$ cat src/rtl/riscv_pkg.sv
// Shared RV64I decode constants: opcodes, funct fields, ALU codes, ctrl bit
// positions and the decoded bundle carried through the decode buffer.
package riscv_pkg;

  localparam logic [6:0] OPC_LUI      = 7'b0110111;
  localparam logic [6:0] OPC_AUIPC    = 7'b0010111;
  localparam logic [6:0] OPC_JAL      = 7'b1101111;
  localparam logic [6:0] OPC_JALR     = 7'b1100111;
  localparam logic [6:0] OPC_BRANCH   = 7'b1100011;
  localparam logic [6:0] OPC_LOAD     = 7'b0000011;
  localparam logic [6:0] OPC_STORE    = 7'b0100011;
  localparam logic [6:0] OPC_OP_IMM   = 7'b0010011;
  localparam logic [6:0] OPC_OP_IMM32 = 7'b0011011;
  localparam logic [6:0] OPC_OP       = 7'b0110011;
  localparam logic [6:0] OPC_OP32     = 7'b0111011;
  localparam logic [6:0] OPC_MISC_MEM = 7'b0001111;
  localparam logic [6:0] OPC_SYSTEM   = 7'b1110011;

  localparam logic [2:0] F3_ADD  = 3'b000;
  localparam logic [2:0] F3_SLL  = 3'b001;
  localparam logic [2:0] F3_SLT  = 3'b010;
  localparam logic [2:0] F3_SLTU = 3'b011;
  localparam logic [2:0] F3_XOR  = 3'b100;
  localparam logic [2:0] F3_SR   = 3'b101;
  localparam logic [2:0] F3_OR   = 3'b110;
  localparam logic [2:0] F3_AND  = 3'b111;

  localparam logic [6:0] F7_BASE   = 7'b0000000;
  localparam logic [6:0] F7_ALT    = 7'b0100000;
  localparam logic [6:0] F7_MULDIV = 7'b0000001;

  localparam logic [3:0] ALU_ADD  = 4'd0;
  localparam logic [3:0] ALU_SUB  = 4'd1;
  localparam logic [3:0] ALU_SLL  = 4'd2;
  localparam logic [3:0] ALU_SLT  = 4'd3;
  localparam logic [3:0] ALU_SLTU = 4'd4;
  localparam logic [3:0] ALU_XOR  = 4'd5;
  localparam logic [3:0] ALU_SRL  = 4'd6;
  localparam logic [3:0] ALU_SRA  = 4'd7;
  localparam logic [3:0] ALU_OR   = 4'd8;
  localparam logic [3:0] ALU_AND  = 4'd9;

  // MUL/DIV codes share the 4-bit space and are qualified by is_muldiv.
  localparam logic [3:0] MD_MUL    = 4'd0;
  localparam logic [3:0] MD_MULH   = 4'd1;
  localparam logic [3:0] MD_MULHSU = 4'd2;
  localparam logic [3:0] MD_MULHU  = 4'd3;
  localparam logic [3:0] MD_DIV    = 4'd4;
  localparam logic [3:0] MD_DIVU   = 4'd5;
  localparam logic [3:0] MD_REM    = 4'd6;
  localparam logic [3:0] MD_REMU   = 4'd7;

  localparam int CTRL_LOAD      = 0;
  localparam int CTRL_STORE     = 1;
  localparam int CTRL_BRANCH    = 2;
  localparam int CTRL_JAL       = 3;
  localparam int CTRL_JALR      = 4;
  localparam int CTRL_LUI       = 5;
  localparam int CTRL_AUIPC     = 6;
  localparam int CTRL_USES_IMM  = 7;
  localparam int CTRL_WORD_OP   = 8;
  localparam int CTRL_MEM_UNS   = 9;
  localparam int CTRL_MULDIV    = 10;
  localparam int CTRL_SYSTEM    = 11;
  localparam int CTRL_MEM_SIZE  = 12;

  typedef struct packed {
    logic        illegal;
    logic        fetch_err;
    logic [15:0] ctrl;
    logic [3:0]  alu_op;
    logic [63:0] imm;
    logic [4:0]  rd;
    logic [4:0]  rs1;
    logic [4:0]  rs2;
  } dec_bundle_t;

endpackage

$ cat src/rtl/idecode_comb.sv
// Purely combinational RV64I decoder: instruction + fetch_err -> bundle.
// RV_M_EXT_EN enables decoding of the M extension on OP/OP-32.
module idecode_comb
  import riscv_pkg::*;
(
  input  logic [31:0]  instruction,
  input  logic         fetch_err,
  output dec_bundle_t  bundle
);

  function automatic logic [63:0] imm_i(input logic [31:0] i);
    return {{52{i[31]}}, i[31:20]};
  endfunction

  function automatic logic [63:0] imm_s(input logic [31:0] i);
    return {{52{i[31]}}, i[31:25], i[11:7]};
  endfunction

  function automatic logic [63:0] imm_b(input logic [31:0] i);
    return {{51{i[31]}}, i[31], i[7], i[30:25], i[11:8], 1'b0};
  endfunction

  function automatic logic [63:0] imm_u(input logic [31:0] i);
    return {{32{i[31]}}, i[31:12], 12'b0};
  endfunction

  function automatic logic [63:0] imm_j(input logic [31:0] i);
    return {{43{i[31]}}, i[31], i[19:12], i[20], i[30:21], 1'b0};
  endfunction

  function automatic logic [3:0] alu_base(input logic [2:0] f3);
    case (f3)
      F3_ADD:  return ALU_ADD;
      F3_SLL:  return ALU_SLL;
      F3_SLT:  return ALU_SLT;
      F3_SLTU: return ALU_SLTU;
      F3_XOR:  return ALU_XOR;
      F3_SR:   return ALU_SRL;
      F3_OR:   return ALU_OR;
      default: return ALU_AND;
    endcase
  endfunction

  logic [6:0]  opc;
  logic [2:0]  f3;
  logic [6:0]  f7;
  logic [4:0]  rd_f, rs1_f, rs2_f;
  logic        bad;
  dec_bundle_t b;

  assign opc   = instruction[6:0];
  assign f3    = instruction[14:12];
  assign f7    = instruction[31:25];
  assign rd_f  = instruction[11:7];
  assign rs1_f = instruction[19:15];
  assign rs2_f = instruction[24:20];

  always_comb begin
    b   = '0;
    bad = 1'b0;
    case (opc)
      OPC_LUI, OPC_AUIPC: begin
        b.rd                  = rd_f;
        b.imm                 = imm_u(instruction);
        b.ctrl[CTRL_LUI]      = (opc == OPC_LUI);
        b.ctrl[CTRL_AUIPC]    = (opc == OPC_AUIPC);
        b.ctrl[CTRL_USES_IMM] = 1'b1;
      end
      OPC_JAL: begin
        b.rd                  = rd_f;
        b.imm                 = imm_j(instruction);
        b.ctrl[CTRL_JAL]      = 1'b1;
        b.ctrl[CTRL_USES_IMM] = 1'b1;
      end
      OPC_JALR: begin
        bad                   = (f3 != 3'b000);
        b.rd                  = rd_f;
        b.rs1                 = rs1_f;
        b.imm                 = imm_i(instruction);
        b.ctrl[CTRL_JALR]     = 1'b1;
        b.ctrl[CTRL_USES_IMM] = 1'b1;
      end
      OPC_BRANCH: begin
        bad                 = (f3 == 3'b010) || (f3 == 3'b011);
        b.rs1               = rs1_f;
        b.rs2               = rs2_f;
        b.imm               = imm_b(instruction);
        b.ctrl[CTRL_BRANCH] = 1'b1;
        b.alu_op            = f3[2] ? (f3[1] ? ALU_SLTU : ALU_SLT) : ALU_SUB;
      end
      OPC_LOAD: begin
        bad                   = (f3 == 3'b111);
        b.rd                  = rd_f;
        b.rs1                 = rs1_f;
        b.imm                 = imm_i(instruction);
        b.ctrl[CTRL_LOAD]     = 1'b1;
        b.ctrl[CTRL_USES_IMM] = 1'b1;
        b.ctrl[CTRL_MEM_UNS]  = f3[2];
        b.ctrl[CTRL_MEM_SIZE +: 2] = f3[1:0];
      end
      OPC_STORE: begin
        bad                   = f3[2];
        b.rs1                 = rs1_f;
        b.rs2                 = rs2_f;
        b.imm                 = imm_s(instruction);
        b.ctrl[CTRL_STORE]    = 1'b1;
        b.ctrl[CTRL_USES_IMM] = 1'b1;
        b.ctrl[CTRL_MEM_SIZE +: 2] = f3[1:0];
      end
      OPC_OP_IMM: begin
        // RV64 shifts carry a 6-bit shamt, so only bits [31:26] are funct.
        b.rd                  = rd_f;
        b.rs1                 = rs1_f;
        b.imm                 = imm_i(instruction);
        b.ctrl[CTRL_USES_IMM] = 1'b1;
        b.alu_op              = alu_base(f3);
        if (f3 == F3_SLL)
          bad = (instruction[31:26] != 6'b000000);
        else if (f3 == F3_SR) begin
          bad      = (instruction[31:26] != 6'b000000) && (instruction[31:26] != 6'b010000);
          b.alu_op = instruction[30] ? ALU_SRA : ALU_SRL;
        end
      end
      OPC_OP_IMM32: begin
        b.rd                  = rd_f;
        b.rs1                 = rs1_f;
        b.imm                 = imm_i(instruction);
        b.ctrl[CTRL_USES_IMM] = 1'b1;
        b.ctrl[CTRL_WORD_OP]  = 1'b1;
        case (f3)
          F3_ADD: b.alu_op = ALU_ADD;
          F3_SLL: begin
            bad      = (f7 != F7_BASE);
            b.alu_op = ALU_SLL;
          end
          F3_SR: begin
            bad      = (f7 != F7_BASE) && (f7 != F7_ALT);
            b.alu_op = instruction[30] ? ALU_SRA : ALU_SRL;
          end
          default: bad = 1'b1;
        endcase
      end
      OPC_OP, OPC_OP32: begin
        b.rd                 = rd_f;
        b.rs1                = rs1_f;
        b.rs2                = rs2_f;
        b.ctrl[CTRL_WORD_OP] = (opc == OPC_OP32);
        case (f7)
          F7_BASE: begin
            b.alu_op = alu_base(f3);
            if (opc == OPC_OP32)
              bad = (f3 != F3_ADD) && (f3 != F3_SLL) && (f3 != F3_SR);
          end
          F7_ALT: begin
            bad      = (f3 != F3_ADD) && (f3 != F3_SR);
            b.alu_op = (f3 == F3_SR) ? ALU_SRA : ALU_SUB;
          end
          F7_MULDIV: begin
`ifdef RV_M_EXT_EN
            b.ctrl[CTRL_MULDIV] = 1'b1;
            b.alu_op            = {1'b0, f3};
            if (opc == OPC_OP32)
              bad = (f3 == 3'b001) || (f3 == 3'b010) || (f3 == 3'b011);
`else
            bad = 1'b1;
`endif
          end
          default: bad = 1'b1;
        endcase
      end
      OPC_MISC_MEM: bad = (f3 != 3'b000);
      OPC_SYSTEM: begin
        // Only ECALL and EBREAK; imm distinguishes them.
        bad                 = (instruction != 32'h0000_0073) && (instruction != 32'h0010_0073);
        b.imm               = imm_i(instruction);
        b.ctrl[CTRL_SYSTEM] = 1'b1;
      end
      default: bad = 1'b1;
    endcase

    if (bad || fetch_err) begin
      b           = '0;
      b.illegal   = ~fetch_err;
      b.fetch_err = fetch_err;
    end
  end

  assign bundle = b;

endmodule

$ cat src/rtl/idecode.sv
// Decode stage: combinational decoder feeding an output register plus one
// skid register with valid/ready handshake. Optional M extension: RV_M_EXT_EN.
module idecode
  import riscv_pkg::*;
#(
  parameter int XLEN = 64
) (
  input  logic            clk,
  input  logic            reset,
  input  logic            instr_valid,
  input  logic [31:0]     instruction,
  input  logic [XLEN-1:0] pc_current,
  input  logic            fetch_err,
  input  logic            flush,
  input  logic            dec_ready,
  output logic            fetch_stall,
  output logic            dec_valid,
  output logic [XLEN-1:0] dec_pc,
  output logic [4:0]      rs1,
  output logic [4:0]      rs2,
  output logic [4:0]      rd,
  output logic [XLEN-1:0] imm,
  output logic [3:0]      alu_op,
  output logic [15:0]     ctrl,
  output logic            illegal,
  output logic            dec_fetch_err
);

  dec_bundle_t     in_b, or_b, sk_b, shown;
  logic [XLEN-1:0] or_pc, sk_pc;
  logic            or_vld, sk_vld, accept, or_open;

  idecode_comb u_comb (
    .instruction (instruction),
    .fetch_err   (fetch_err),
    .bundle      (in_b)
  );

  assign accept  = instr_valid & ~flush & ~sk_vld;
  assign or_open = ~or_vld | dec_ready;

  always_ff @(posedge clk) begin
    if (reset) begin
      or_vld <= 1'b0;
      sk_vld <= 1'b0;
    end else if (flush) begin
      or_vld <= 1'b0;
      sk_vld <= 1'b0;
    end else if (or_open) begin
      or_vld <= sk_vld | accept;
      sk_vld <= 1'b0;
    end else if (accept) begin
      sk_vld <= 1'b1;
    end
  end

  // Data registers only move when their slot is free; valid bits qualify them.
  always_ff @(posedge clk) begin
    if (or_open) begin
      or_b  <= sk_vld ? sk_b  : in_b;
      or_pc <= sk_vld ? sk_pc : pc_current;
    end
    if (!sk_vld) begin
      sk_b  <= in_b;
      sk_pc <= pc_current;
    end
  end

  assign shown         = or_vld ? or_b : '0;
  assign dec_valid     = or_vld;
  assign fetch_stall   = sk_vld;
  assign dec_pc        = or_vld ? or_pc : '0;
  assign rs1           = shown.rs1;
  assign rs2           = shown.rs2;
  assign rd            = shown.rd;
  assign imm           = shown.imm;
  assign alu_op        = shown.alu_op;
  assign ctrl          = shown.ctrl;
  assign illegal       = shown.illegal;
  assign dec_fetch_err = shown.fetch_err;

endmodule

$ cat config.mk
export PLATFORM = sky130hd
export DESIGN_NAME = idecode
export DESIGN_NICKNAME = d
export VERILOG_FILES = /design/src/rtl/riscv_pkg.sv /design/src/rtl/idecode_comb.sv /design/src/rtl/idecode.sv
export SDC_FILE = /design/constraint.sdc
export NUM_CORES = 1
export LEC_CHECK = 0
export ABC_AREA = 1
export BUFFER_PORTS_ARGS = -buffer_cell sky130_fd_sc_hd__buf_2
export CORE_UTILIZATION = 35
export CTS_CLUSTER_SIZE = 24
export DETAILED_ROUTE_END_ITERATION = 8
export PLACE_DENSITY = 0.6
export SYNTH_ARGS = -nofsm -noshare
export SYNTH_HDL_FRONTEND = slang
export SYNTH_SLANG_ARGS = --single-unit
export TNS_END_PERCENT = 30
$ cat constraint.sdc
create_clock -name clk -period 6.9 [get_ports clk]
set_clock_uncertainty 0.15 [all_clocks]
set_input_delay 1.38 -clock clk [delete_from_list [all_inputs] [get_ports clk]]
set_output_delay 1.38 -clock clk [all_outputs]
set_load 0.1 [all_outputs]
# After elaboration in Yosys (flattened, before gate mapping)
# Cells that the tools add are included.
[word_totals]
out_inout_bits = 167
wordCells = 117
ff_bits = 332
in_bits = 102
[op_classes]
eq_ne = 27
bitwise_logic = 8
reduce_logical = 25
n_mux = 37
[op_table]
columns = ["operator", "n"]
rows = [
  ["64-bit one-hot mux with 5 select lines", 1],
  ["101-bit 2-to-1 mux", 3],
  ["64-bit 2-to-1 mux", 2],
  ["7-bit by 6-bit equality test with 1-bit output (second input constant)", 5],
  ["32-bit by 21-bit inequality test with 1-bit output (second input constant)", 1],
  ["32-bit by 7-bit inequality test with 1-bit output (second input constant)", 1],
  ["7-bit equality test (second input constant)", 4],
  ["4-bit one-hot mux with 7 select lines", 1],
  ["4-bit one-hot mux with 6 select lines", 1],
  ["7-bit by 5-bit equality test with 1-bit output (second input constant)", 3],
  ["4-bit one-hot mux with 2 select lines", 2],
  ["4-bit one-hot mux with 4 select lines", 1],
  ["8-bit OR reduction", 2],
  ["5-bit 2-to-1 mux", 3],
  ["3-bit equality test (second input constant)", 4],
  ["1-bit 2-to-1 mux", 12],
  ["4-bit 2-to-1 mux", 3],
  ["2-bit OR reduction", 5],
  ["1-bit one-hot mux with 9 select lines", 1],
  ["9-bit OR reduction", 1],
  ["7-bit by 2-bit equality test with 1-bit output (second input constant)", 1],
  ["7-bit by 4-bit equality test with 1-bit output (second input constant)", 1],
  ["7-bit zero test", 1],
  ["7-bit by 6-bit inequality test with 1-bit output (second input constant)", 1],
  ["other kinds (21)", 37],
]

# Logic depth before layout (Yosys ltp)
[depth]
depth_word = 9
depth_mapped = 14
ltp_nobuf = 12

# Modules after synthesis
# Synthesis repeated with hierarchy kept, for this count alone.
[unflattened]
cells_unflattened = 1612
area_unflattened_um2 = 14595.2
[modules_own_cells]
columns = ["mod", "area_per_inst_um2", "seq_area_each_um2", "n_inst", "cells_each"]
rows = [
  ["idecode", 12578.3, 8298.0, 1, 1223],
  ["idecode_comb", 2016.9, 0.0, 1, 389],
]

# Worst setup path before layout
# Ideal clock, no wire load.
[synth_timing]
path_kind = "in2reg"
startpoint = "input port dec_ready"
endpoint = "register or_vld, in the netlist dec_valid"
n_path_buf = 0
setup_time_ps = 338
required_ps = 6412
arrival_time_ps = 4845
slack_ps = 1568
path_stages = 3
path_cell_list = "nor2_1 inv_1 a311oi_1"
[synth_between]
elab_chain_cells = 1
[synth_lines]
columns = ["element", "line_no", "rtl"]
rows = [
  ["start: declaration", "idecode.sv:15", "input logic dec_ready,"],
  ["1-bit OR", "idecode.sv:40", "assign or_open = ~or_vld | dec_ready;"],
  ["via or_open", "idecode.sv:31", "logic or_vld, sk_vld, accept, or_open;"],
  ["end signal: assignment", "idecode.sv:50", "or_vld <= sk_vld | accept;"],
  ["end: declaration", "idecode.sv:31", ""],
]
# The timed path passes the listed nets, and every way through them passes these cells.
# A chain may end at the register's enable or synchronous reset.

# Final worst setup path
[layout_timing]
startpoint = "register or_vld, in the netlist dec_valid"
endpoint = "output port imm[29]"
[layout_between]
elab_chain_cells = 1
[layout_lines]
columns = ["element", "line_no", "rtl"]
rows = [
  ["101-bit 2-to-1 mux", "idecode.sv:69", "assign shown = or_vld ? or_b : '0;"],
  ["end: declaration", "idecode.sv:22", "output logic [XLEN-1:0] imm,"],
]
# Every way passes these cells.

==> summary.md <==
| Metric | Value |
|---|---|
| Starting utilization of the core area | between 30% and 40% |
| Final Setup Violations | 0 |
| Seq/Total Area, Yosys | 63.47% |
| Hold path startpoint | sk_b[98] |
| Number of DRC violations after detailed-routing iteration 0 | 586 |
| Final number of hold-violating endpoints | 0 |
| Number of synthesized flops with an enable pin | 165 |
| Number of I/O pins | between 200 and 300 |
| Simple-gate portion of the synthesized area | around 25% |
| Crit share post-route | around two thirds |
| Crit path kind | reg2out |
| Synthesized area per cell | 8.710 sq um |
| Die extent in x | 195.3 microns |
| Core area | ~37000 sq um |
| Routing usage on met2 | 27.18% |
| Yosys top cell area share | a little under two fifths |
| Buffering stage count on the worst path with inverters included | 3 |
| Via count | approximately 10k |
| TritonCTS clock tree | yes |
| Mean number of vias per cell | 4.491 |
| Remaining antenna violation count after routing | 0 |
| Routed wire length | 32.13 mm |
| Achievable Freq | 219.0 MHz |
| CTS Root Cell | clkbuf_16 |
| Top_reg_cell synth | dfxtp_1 |
| Setup TNS Final | 0 ns |
| Post-synthesis compound-gate area fraction | 2.536% |
| Power Total | 4.312 mW |
| Die Area | 38130 sq um |
| Max rail drop VDD | 0.1618 mV |
| Synthesis Warnings | 0 |
| Global route hottest layer | met2 |
| Pwr per Cell Area | 270.8 nW/um^2 |
| TritonRoute pass-1 iters | 5 |
| Min Clock Period, post-route | 4.567 ns |
| Max-capacitance violation count | 0 |
| Largest family of logic cells by synthesized area | simple AND/OR/NAND/NOR gates |
| Register bit count reported by yosys | approximately 330 |
| GRT met1 Usage | between 20 and 25% |
| Total leakage power | ~9.1 nW |
| CP Cell Sequence | buf_4 > nand2_1 > inv_1 > buf_2 |
| Clock group share of total power | around 43% |
| Final net count | 1850 |
| Worst setup margin | 2.333 ns |
| CTS buffer count | 37 |
| Netlist area before placement | 13070 sq um |
| Initial antenna violation count | 5 |
| Global-route track usage on met3 | 3.143% |
| Most common library cells after synthesis | nand2_1 (635), inv_1 (235), dfxtp_1 (167), edfxtp_1 (165), nand3_1 (73) |
| Cell internal pwr | 3.290 mW |
| Synth cell types | 29 |
| Count of instances resized after the clock tree is built | 0 |
| Critical path required time | roughly 5.4 ns |
| Max-slew headroom | between 20% and 30% |
| Endpoint type of the worst setup path | primary output |
| Number of H-tree branching levels | 2 |
| Number of buffers inserted to repair setup after CTS | 0 |
| Global-route wire length before repair | just over 50 mm |
| Post-route DRC violation count | 0 |
| Post-Syn Nets | ~1.6k |
| Synth async-reset ratio | 0% |
| Critical path origin | dec_valid |
| GRT Residual Overflow | 0 |
| Slowest-stage cell, CP | dfxtp_4 |
| Proportion of synthesized area in mux cells | 0% |
| Pre-CTS setup slack | 2.591 ns |
| Final Hold Slack | 0.2873 ns |
| Vias in the first global route | 9849 |
| Post-CTS clock slew at the launch and capture registers of the worst setup and hold paths | 0.06 ns |
| Pin count of the biggest net entering global routing | between 100 and 150 |
| Unrepaired setup endpoints after global routing | false |
| Number of rows in the core area | 70 |
| Sequential share of power | 50.1% |
| Worst-case clock buffer depth | 3 |
| Final weighted congestion in routability-driven placement | 0.8686 |
| CP Max Fanout | 85 |
| Post-DP HPWL | ~21 mm |
| Max-slew violation total from the final report | 0 |
| Area grow syn2layout | 21.80% |
| Sw Share | approximately a quarter |
| Synth area leaders | edfxtp_1 (38%), dfxtp_1 (26%), nand2_1 (18%) |
| Wire per inst | 14.28 microns |
| Worst hold path type | reg2reg |
| Die height | 195.3 microns |
| Share of layout cells above drive strength 1 | 19.75% |
| Number of sinks handled by clock tree synthesis | 332 |
| Post-Synthesis Cells | 1501 |
| Cell taking the most area after synthesis | edfxtp_1 |
| Clk_lat worst skew | 0.53 ns |
| Register-to-Register Path Depth | 4 |
| Status | finished clean |
| Cell type group with the largest total delay on the critical path | buffers and inverters |
| Worst Setup Start Kind | flop |
| Beginning of the worst register-to-register path | dec_valid |
| Worst endpoint data arrival time | 3.04 ns |
| Number of buffer cells added on primary ports | 268 |
| Filler Cell Count | 3701 |
| Most used standard cell by instance count after synthesis | nand2_1 |
| Number of hold buffers added after cts | 0 |
| Synth Area in Adders | 0% |
| Total global routing track utilization | between 15 and 20% |
| Switching pwr | 1.022 mW |
| Hold depth | 2 |
| Total stage count of the critical path | 4 |
| Comb pwr share | 6.6% |
| Critical path's largest stage delay | 0.96 ns |
| Post-synthesis share of cell area spent on xor and xnor gates | 0% |
| Worst slew pin tran | 1.059 ns |
==> worst paths after layout <==
| check | endpoint | slack [ns] |
|---|---|---|
| hold reg to reg | sk_b[98] | 0.29 |
| hold / removal | sk_b[98] | 0.29 |
| setup / recovery | imm[29] | 2.33 |
| setup reg to reg | or_pc[20] | 3.87 |
==> routing by layer <==
layer	part of all wire, %	wire length (microns)
met3	6.1	1964
met4	3.1	993
met2	46	14840
met5	0.040	13
met1	45	14320
==> registers in the layout, summed over array words and instances (netlist names) <==
name         cells
or_pc           64
dec_valid        1
or_b           101
sk_b           101
sk_pc           64
fetch_stall      1
==> worst reg2reg max path, stage by stage, from the launching register on <==
cell and delay [ns]:
dfxtp_4 0.61, inv_1 0.16, nor2_1 0.09, inv_6 0.71
buf_4 0.89
==> cell usage in the layout (no fill, tap or decap), types with 3 or more instances in the layout <==
master       n
nand3_1     73
nor3_1       3
clkinv_2     7
inv_1      234
nand4_1      4
nor2_2       5
inv_2        4
clkbuf_8     6
dfxtp_1    165
nand3b_1     8
buf_2      268
buf_4        7
nor2_1      70
diode_2      5
clkbuf_1    10
edfxtp_1   165
a21oi_1     26
nand2_1    635
o21bai_1    16
clkinv_1     4
clkbuf_16   39
o21ai_0      5
nand2_2      4
nand3_2      4
==> per-stage QoR <==
step / cells / util [%] / instance area, sq um
final: 2250 / 43.39 / 15920
after global routing: 2248 / 43.38 / 15920
after CTS: 2245 / 43.36 / 15910
after detailed placement: 2177 / 40.19 / 14750
after global placement: 2177 / 40.19 / 14750
after floorplan: 1501 / - / 13070
==> power groups by stage <==
stage	combinational (mW)	sequential [mW]	clock [mW]
after detailed placement	0.287	2.20	0
after global routing	0.306	2.17	2.00
final	0.286	2.16	1.87
after CTS	0.288	2.16	1.93
after floorplan	0.214	2.19	0
after global placement	0.284	2.20	0
==> kinds of logic (layout without fill, tap and decap cells) <==
group / count (synthesis) / after routing
simple gates: 808 / 808
other cells: 0 / 5
buf+inv: 306 / 582
compound gates: 55 / 55
flops: 332 / 332
==> cell type report <==
| type | count | area [sq um] | area share [%] |
|---|---|---|---|
| antenna | 5 | 12.51 | 0.07857 |
| clock buffer | 55 | 1096 | 6.883 |
| clock inverter | 13 | 66.31 | 0.4164 |
| inverter | 239 | 902.1 | 5.665 |
| multi-input combinational | 863 | 3562 | 22.37 |
| sequential | 332 | 8305 | 52.16 |
| tap | 468 | 585.6 | 3.677 |
| timing repair buffer | 275 | 1394 | 8.753 |
No activity file was read; power rests on OpenSTA's default activity.
